<file path="src/rtl/param_memory.sv">
// Single-port-write, registered-read parameter memory with a hardware clear sweep.
// After reset, and on every i_clear pulse, the whole array is zeroed one word per
// cycle; while that sweep runs (o_busy = 1) read and write requests are ignored.
// Optional feature macro: MEM_RDW_BYPASS_EN
//   undefined: same-address same-cycle read returns the old contents (read-first)
//   defined  : same-address same-cycle read returns i_wr_data (write-first forwarding)
module param_memory #(
  parameter int unsigned DATA_W = 8,
  parameter int unsigned ADDR_W = 8
) (
  input  logic              i_clk,
  input  logic              i_rstn,
  input  logic              i_wr_en,
  input  logic [ADDR_W-1:0] i_wr_addr,
  input  logic [DATA_W-1:0] i_wr_data,
  input  logic              i_rd_en,
  input  logic [ADDR_W-1:0] i_rd_addr,
  output logic [DATA_W-1:0] o_rd_data,
  output logic              o_rd_valid,
  input  logic              i_clear,
  output logic              o_busy
);

  localparam int unsigned DEPTH = 2 ** ADDR_W;
  localparam logic [ADDR_W-1:0] LastAddr = ADDR_W'(DEPTH - 1);

  typedef enum logic [0:0] {
    StIdle,
    StClear
  } state_e;

  state_e            state_q, state_d;
  logic [ADDR_W-1:0] clr_ptr_q, clr_ptr_d;
  logic              busy_q;

  // Array contents carry no reset so the storage maps onto block RAM.
  logic [DATA_W-1:0] mem [DEPTH];

  logic              wr_accept;
  logic              rd_accept;
  logic              rd_fwd;
  logic              mem_we;
  logic [ADDR_W-1:0] mem_waddr;
  logic [DATA_W-1:0] mem_wdata;

  logic [DATA_W-1:0] rd_data_q;
  logic              rd_valid_q;

  // Requests only count while the sweep is not running.
  assign wr_accept = (state_q == StIdle) && i_wr_en;
  assign rd_accept = (state_q == StIdle) && i_rd_en;

`ifdef MEM_RDW_BYPASS_EN
  // Forward the incoming write word when it targets the address being read.
  assign rd_fwd = wr_accept && (i_wr_addr == i_rd_addr);
`else
  assign rd_fwd = 1'b0;
`endif

  // Next-state logic: sweep pointer walks 0..DEPTH-1, returning to idle on the last word.
  always_comb begin
    state_d   = state_q;
    clr_ptr_d = clr_ptr_q;
    unique case (state_q)
      StIdle: begin
        if (i_clear) begin
          state_d   = StClear;
          clr_ptr_d = '0;
        end
      end
      StClear: begin
        clr_ptr_d = clr_ptr_q + ADDR_W'(1);
        if (clr_ptr_q == LastAddr) begin
          state_d = StIdle;
        end
      end
    endcase
  end

  // State, sweep pointer and registered busy flag; reset lands in the sweep at address 0.
  always_ff @(posedge i_clk or negedge i_rstn) begin
    if (!i_rstn) begin
      state_q   <= StClear;
      clr_ptr_q <= '0;
      busy_q    <= 1'b1;
    end else begin
      state_q   <= state_d;
      clr_ptr_q <= clr_ptr_d;
      busy_q    <= (state_d == StClear);
    end
  end

  // Single write port shared between the sweep (writes zero) and user writes.
  always_comb begin
    mem_we    = 1'b0;
    mem_waddr = i_wr_addr;
    mem_wdata = i_wr_data;
    if (state_q == StClear) begin
      mem_we    = 1'b1;
      mem_waddr = clr_ptr_q;
      mem_wdata = '0;
    end else begin
      mem_we = wr_accept;
    end
  end

  // Array write port.
  always_ff @(posedge i_clk) begin
    if (mem_we) begin
      mem[mem_waddr] <= mem_wdata;
    end
  end

  // Registered read port; data holds when no read is accepted, valid is a one-cycle pulse.
  always_ff @(posedge i_clk or negedge i_rstn) begin
    if (!i_rstn) begin
      rd_data_q  <= '0;
      rd_valid_q <= 1'b0;
    end else begin
      rd_valid_q <= rd_accept;
      if (rd_accept) begin
        rd_data_q <= rd_fwd ? i_wr_data : mem[i_rd_addr];
      end
    end
  end

  assign o_rd_data  = rd_data_q;
  assign o_rd_valid = rd_valid_q;
  assign o_busy     = busy_q;

endmodule

</file>
<file path="config.mk">
export PLATFORM = sky130hd
export DESIGN_NAME = param_memory
export DESIGN_NICKNAME = d
export VERILOG_FILES = /design/src/rtl/param_memory.sv
export SDC_FILE = /design/constraint.sdc
export NUM_CORES = 2
export LEC_CHECK = 0
export ABC_AREA = 1
export ABC_CLOCK_PERIOD_IN_PS = 9180
export CELL_PAD_IN_SITES_DETAIL_PLACEMENT = 0
export CELL_PAD_IN_SITES_GLOBAL_PLACEMENT = 2
export CORE_MARGIN = 2
export CORE_UTILIZATION = 44
export CTS_BUF_LIST = sky130_fd_sc_hd__clkbuf_16
export DETAILED_ROUTE_END_ITERATION = 8
export GPL_ROUTABILITY_DRIVEN = 0
export PLACE_DENSITY_LB_ADDON = 0.1
export SLEW_MARGIN = 20
export SYNTH_ARGS = -nofsm -noshare
export SYNTH_HDL_FRONTEND = slang
export SYNTH_SLANG_ARGS = --single-unit
</file>
<file path="constraint.sdc">
create_clock -name i_clk -period 9.18 [get_ports i_clk]
set_clock_uncertainty 0.2 [all_clocks]
set_input_delay 1.836 -clock i_clk [delete_from_list [all_inputs] [get_ports i_clk]]
set_output_delay 1.836 -clock i_clk [all_outputs]
set_load 0.01 [all_outputs]
</file>
* Yosys cells after proc, flatten, opt, wreduce, memory -nomap -nowiden *
Memories as Yosys holds them, arrays and structs flattened. A register that Yosys moved wholly into a read port is not among the register bits.
Cells that the tools add are included.

storage, ports and cells
  flip-flop bits (word level) = 10
  RAM bits = 2,048
  input bits = 29
  output and inout bits = 10
  logic and storage cells = 21
  memories = 1

operators by class
  add/sub/neg operators = 1
  equality and inequality tests = 2
  mux-type cells = 10
  bitwise operators = 1
  reductions and logical operators = 3

memories
  memory  words  width  rd ports  clocked after memory_dff  write ports  RTL line  text
  mem     256    8      1         1                         1            37        logic [DATA_W-1:0] mem [DEPTH];

operators by type and width
  kind                                          count
  two-way mux 8 bit                             3
  one-hot mux 8 bit (2 select lines)            1
  adder 8 x 1 -> 8 bit, second input constant   1
  equality test 8 bit, second input constant    1
  two-way mux 1 bit                             5
  logical AND 1 bit                             2
  inequality test 2 bit, second input constant  1
  one-hot mux 1 bit (2 select lines)            1
  zero test 1 bit                               1
  inverter 1 bit                                1

* Logic depth before layout (Yosys ltp) *
  depth after elaboration = 5
  gate-level depth with buffers = 15
  mapped depth without buffers = 11

* Worst setup path before layout *
No wires, ideal clock.

  kind = input -> register
  from = input i_wr_data[0]
  to = memory mem[0][0] (data pin)
  setup time = 1.406 ns
  data arrival time = 7.813 ns
  data required time = 7.574 ns
  path slack = -0.239 ns
  stages on the path = 2
  buffers on the path = 0
  path through = inv_1 -> nor2_1

on the way
  longest elaborated chain between the ends = 1

ends and longest elaborated chain
  item                RTL line  text
  start: declaration  15        input logic [DATA_W-1:0] i_wr_data,
  two-way mux 8 bit   98        if (state_q == StClear) begin
  net mem_wdata[0]    44        logic [DATA_W-1:0] mem_wdata;
  end: declaration    37

The timed path passes the listed nets, and every way through them passes these cells.

* Final worst setup path *
  from = input i_wr_addr[5]
  to = memory mem[64][0], enable pin

on the way
  longest elaborated chain between the ends = 1

ends and longest elaborated chain
  item                RTL line  text
  start: declaration  14        input logic [ADDR_W-1:0] i_wr_addr,
  two-way mux 8 bit   98

No other way between the ends.

==> impl_metrics.csv <==
group,metric,value,unit
run_status,status,"finished clean",
power_and_ir_drop,switching_share,0.2594,
clock_network,clock_latency,840,ps
worst_setup_path,r2r-start,"o_busy",
min_path,hold_start,"clr_ptr_q[7]",
synth,synthFlopType,"edfxtp_1",
place,pre_cts_ws,3011,ps
worst_setup_path,cp-start-kind,"input port",
worst_setup_path,end_kind,"flop",
min_path,whs_endpoint,"o_busy",
clock_network,htreeDepth,4,
detailed_routing,routed_wl,249700,um
cells_and_area,stdcell_count,9652,
clock_network,cts_resized,0,
floorplanning,fp.dieW,441.2,um
synth,syn_nets,7134,
place,io_buffers,38,
cells_and_area,layout-drive-gt1-share,0.05896,
detailed_routing,viasPerCell,5.547,
worst_setup_path,cp.required,9450,ps
power_and_ir_drop,ir_worst_vdd,0.0001579,V
global_route,grt_pass1_vias,52020,
synth,yosysUniqueCellTypes,24,
job,maxCapViolCount,0,
cells_and_area,fin_nets,6986,
clock_network,max-clock-path-buffers,3,
global_route,grt_max_degree,189,
synth,ys_ff_latch,2066,
power_and_ir_drop,p_leak,32.69,nW
worst_setup_path,crit_arrival,5570,ps
detailed_routing,firstDrtPassIters,5,
sta,worstMarginPinSlew,1388,ps
clock_network,clock-sinks,2066,
clock_network,root_buffer,"clkbuf_16",
cells_and_area,synthToLayoutAreaGrowth,10.53,%
power_and_ir_drop,powerDensity,228.4,nW/um^2
synth,yosysTopAreaCellShare,0.7314,
place,hpwlAfterDp,137800,um
floorplanning,start_util,0.4426,
detailed_routing,vias,53540,
sta,fin_crit_sh,0.5770,
worst_setup_path,r2r_end,"mem[64][0]",
power_and_ir_drop,p_int,15.72,mW
min_path,holdPathStages,1,
clock_network,clkSlewWorstSetupHoldPaths,60,ps
clock_network,cts_made_buffers,215,
synth,ys_warn_count,0,
detailed_routing,wl_per_cell,25.87,um
clock_network,hold_buffers,0,
cells_and_area,fill_cells,17040,
sta,max_clock_freq,0.1888,GHz
power_and_ir_drop,p_clk_frac,0.390,
clock_network,cts_tree,"done",
detailed_routing,antenna_left,0,
worst_setup_path,crit_type,"input port to flop",
synth,synth_area,84090,sq um
global_route,grt_pass1_wl,363600,um
synth,synth_edf_count,2048,
sta,tns,0,ps
worst_setup_path,ff2ff_path_depth,7,
floorplanning,die_area,194600,sq um
synth,yosysTopAreaCell,"edfxtp_1",
power_and_ir_drop,power,21.23,mW
global_route,antenna_found_initial,9,
floorplanning,ios,39,
synth,synth.area.top_cells,"edfxtp_1 (73%), nand3_1 (12%), nand2_1 (9.4%), buf_2 (1.8%), nor2_1 (1.3%)",
clock_network,cts_setup_buffers,0,
sta,setup_viol,0,
synth,syn_area_per_cell,11.84,sq um
sta,slew_violations,0,
min_path,hp-class,"flop to flop",
sta,fin_ws,3883,ps
sta,rsz0062_at_grt,"false",
cells_and_area,register_area,61950,sq um
power_and_ir_drop,p_comb_frac,0.106,
sta,fin_crit,5297,ps
detailed_routing,drc,0,
power_and_ir_drop,netSwitchingPower,5.506,mW
synth,post-synth-top-count-cell,"nand2_1",
synth,synthArstFlopShare,0.008712,
synth,synth_common_cells,"nand2_1 (2115), edfxtp_1 (2048), nand3_1 (2043)",
floorplanning,die_h,441.2,um
cells_and_area,multi_input_area,19540,sq um
floorplanning,coreArea,190000,sq um
floorplanning,num_rows,160,
synth,yosysSeqAreaShare,0.7367,
worst_setup_path,reg2reg_slack,4350,ps
global_route,grt_remaining_overflow,0,
sta,slew-limit-headroom,0.07443,
synth,syn_inst,7104,
sta,finalHoldViolCount,0,
global_route,gr-usage-all-layers,0.2566,
detailed_routing,drtIter0Drc,4760,
worst_setup_path,critical_path_peak_fanout,16,
power_and_ir_drop,p_seq_frac,0.505,
place,placed_cells,9249,
==> final cells by class <==
class                           count  area share
Antenna cell                        1  0.00002692
Tap cell                         2511     0.03380
Timing Repair Buffer              120     0.01447
Clock inverter                    183     0.01306
Clock buffer                      218     0.05869
Sequential cell                  2066      0.6665
Inverter                           70    0.003217
Multi-Input combinational cell   4483      0.2102
==> worst max path at each step <==
stage / start / cells after the start / to / slack (ps)
6_report: i_wr_addr[5] / 6 / mem[64][0] / 3880
5_1_grt: i_wr_addr[5] / 6 / mem[74][3] / 3920
4_1_cts: i_wr_addr[5] / 6 / mem[197][0] / 3920
3_5_place_dp: i_wr_addr[5] / 6 / mem[197][1] / 3010
3_3_place_gp: i_wr_addr[5] / 6 / mem[197][1] / 2690
2_1_floorplan: i_wr_data[0] / 2 / mem[0][0] / 2600
==> power by group through the flow <==
stage | sequential (mW) | combinational, mW | clock [mW]
global placement | 10.9 | 2.25 | 0
finish | 10.7 | 2.24 | 8.27
CTS | 10.7 | 2.26 | 8.41
detailed placement | 10.9 | 2.26 | 0
floorplan | 10.9 | 1.13 | 0
global route | 10.7 | 2.39 | 8.79
==> sequential cells by signal, indices dropped and copies added, names as in the netlist <==
name / flops
mem: 2048
clr_ptr_q: 8
o_rd_data: 8
o_busy: 1
o_rd_valid: 1
==> per-stage QoR <==
step                  util  hold slack, ps  area (sq um)
floorplan                -           208.9         84110
global placement    0.4539           225.5         86230
detailed placement  0.4540           236.7         86240
CTS                 0.4891           237.1         92910
global route        0.4892           275.3         92940
finish              0.4892           240.9         92940
==> cells in the final DEF (no fill, tap or decap), drive strengths merged <==
| master | Yosys | final |
|---|---|---|
| nand2 | 2115 | 2115 |
| edfxtp | 2048 | 2048 |
| nand3 | 2043 | 2043 |
| nor2 | 302 | 302 |
| clkbuf | 86 | 218 |
| inv | 68 | 124 |
| clkinv | 2 | 110 |
| buf | 399 | 89 |
| clkdlybuf4s50 | 0 | 31 |
| dfrtp | 17 | 17 |
| bufinv | 0 | 14 |
| o21ai | 10 | 10 |
| clkinvlp | 0 | 5 |
| nor3 | 4 | 4 |
| a21oi | 3 | 3 |
| a32oi | 2 | 2 |
| diode | 0 | 1 |
| a31oi | 1 | 1 |
| o22ai | 1 | 1 |
| mux2i | 1 | 1 |
| ha | 1 | 1 |
| dfstp | 1 | 1 |
==> cells by family (layout without fill, tap and decap cells) <==
kind of cell / after synthesis / in the layout / share of synthesized area
and+or+nand+nor: 4464 / 4464 / 0.2297
other: 0 / 1 / 0
buffers and inverters: 555 / 591 / 0.03213
adders and majority gates: 1 / 1 / 0.0001488
AOI/OAI and AO/OA: 17 / 17 / 0.001131
muxes: 1 / 1 / 0.0001190
DFF: 2066 / 2066 / 0.7367
==> layer usage <==
metal,GRT usage,vias up,part of all wire
met1,0.3627,26750,0.44
met5,0,-,0
met3,0.03349,324,0.055
met4,0.07096,0,0.026
li1,-,24920,-
met2,0.4184,1541,0.48
==> worst max-delay path, stage by stage <==
cell and delay (ps):
clkdlybuf4s50_1 400, o21ai_1 570, inv_1 130, nor2_1 870, nand2_1 900, nor2_1 820
No activity file was read; power rests on OpenSTA's default activity.
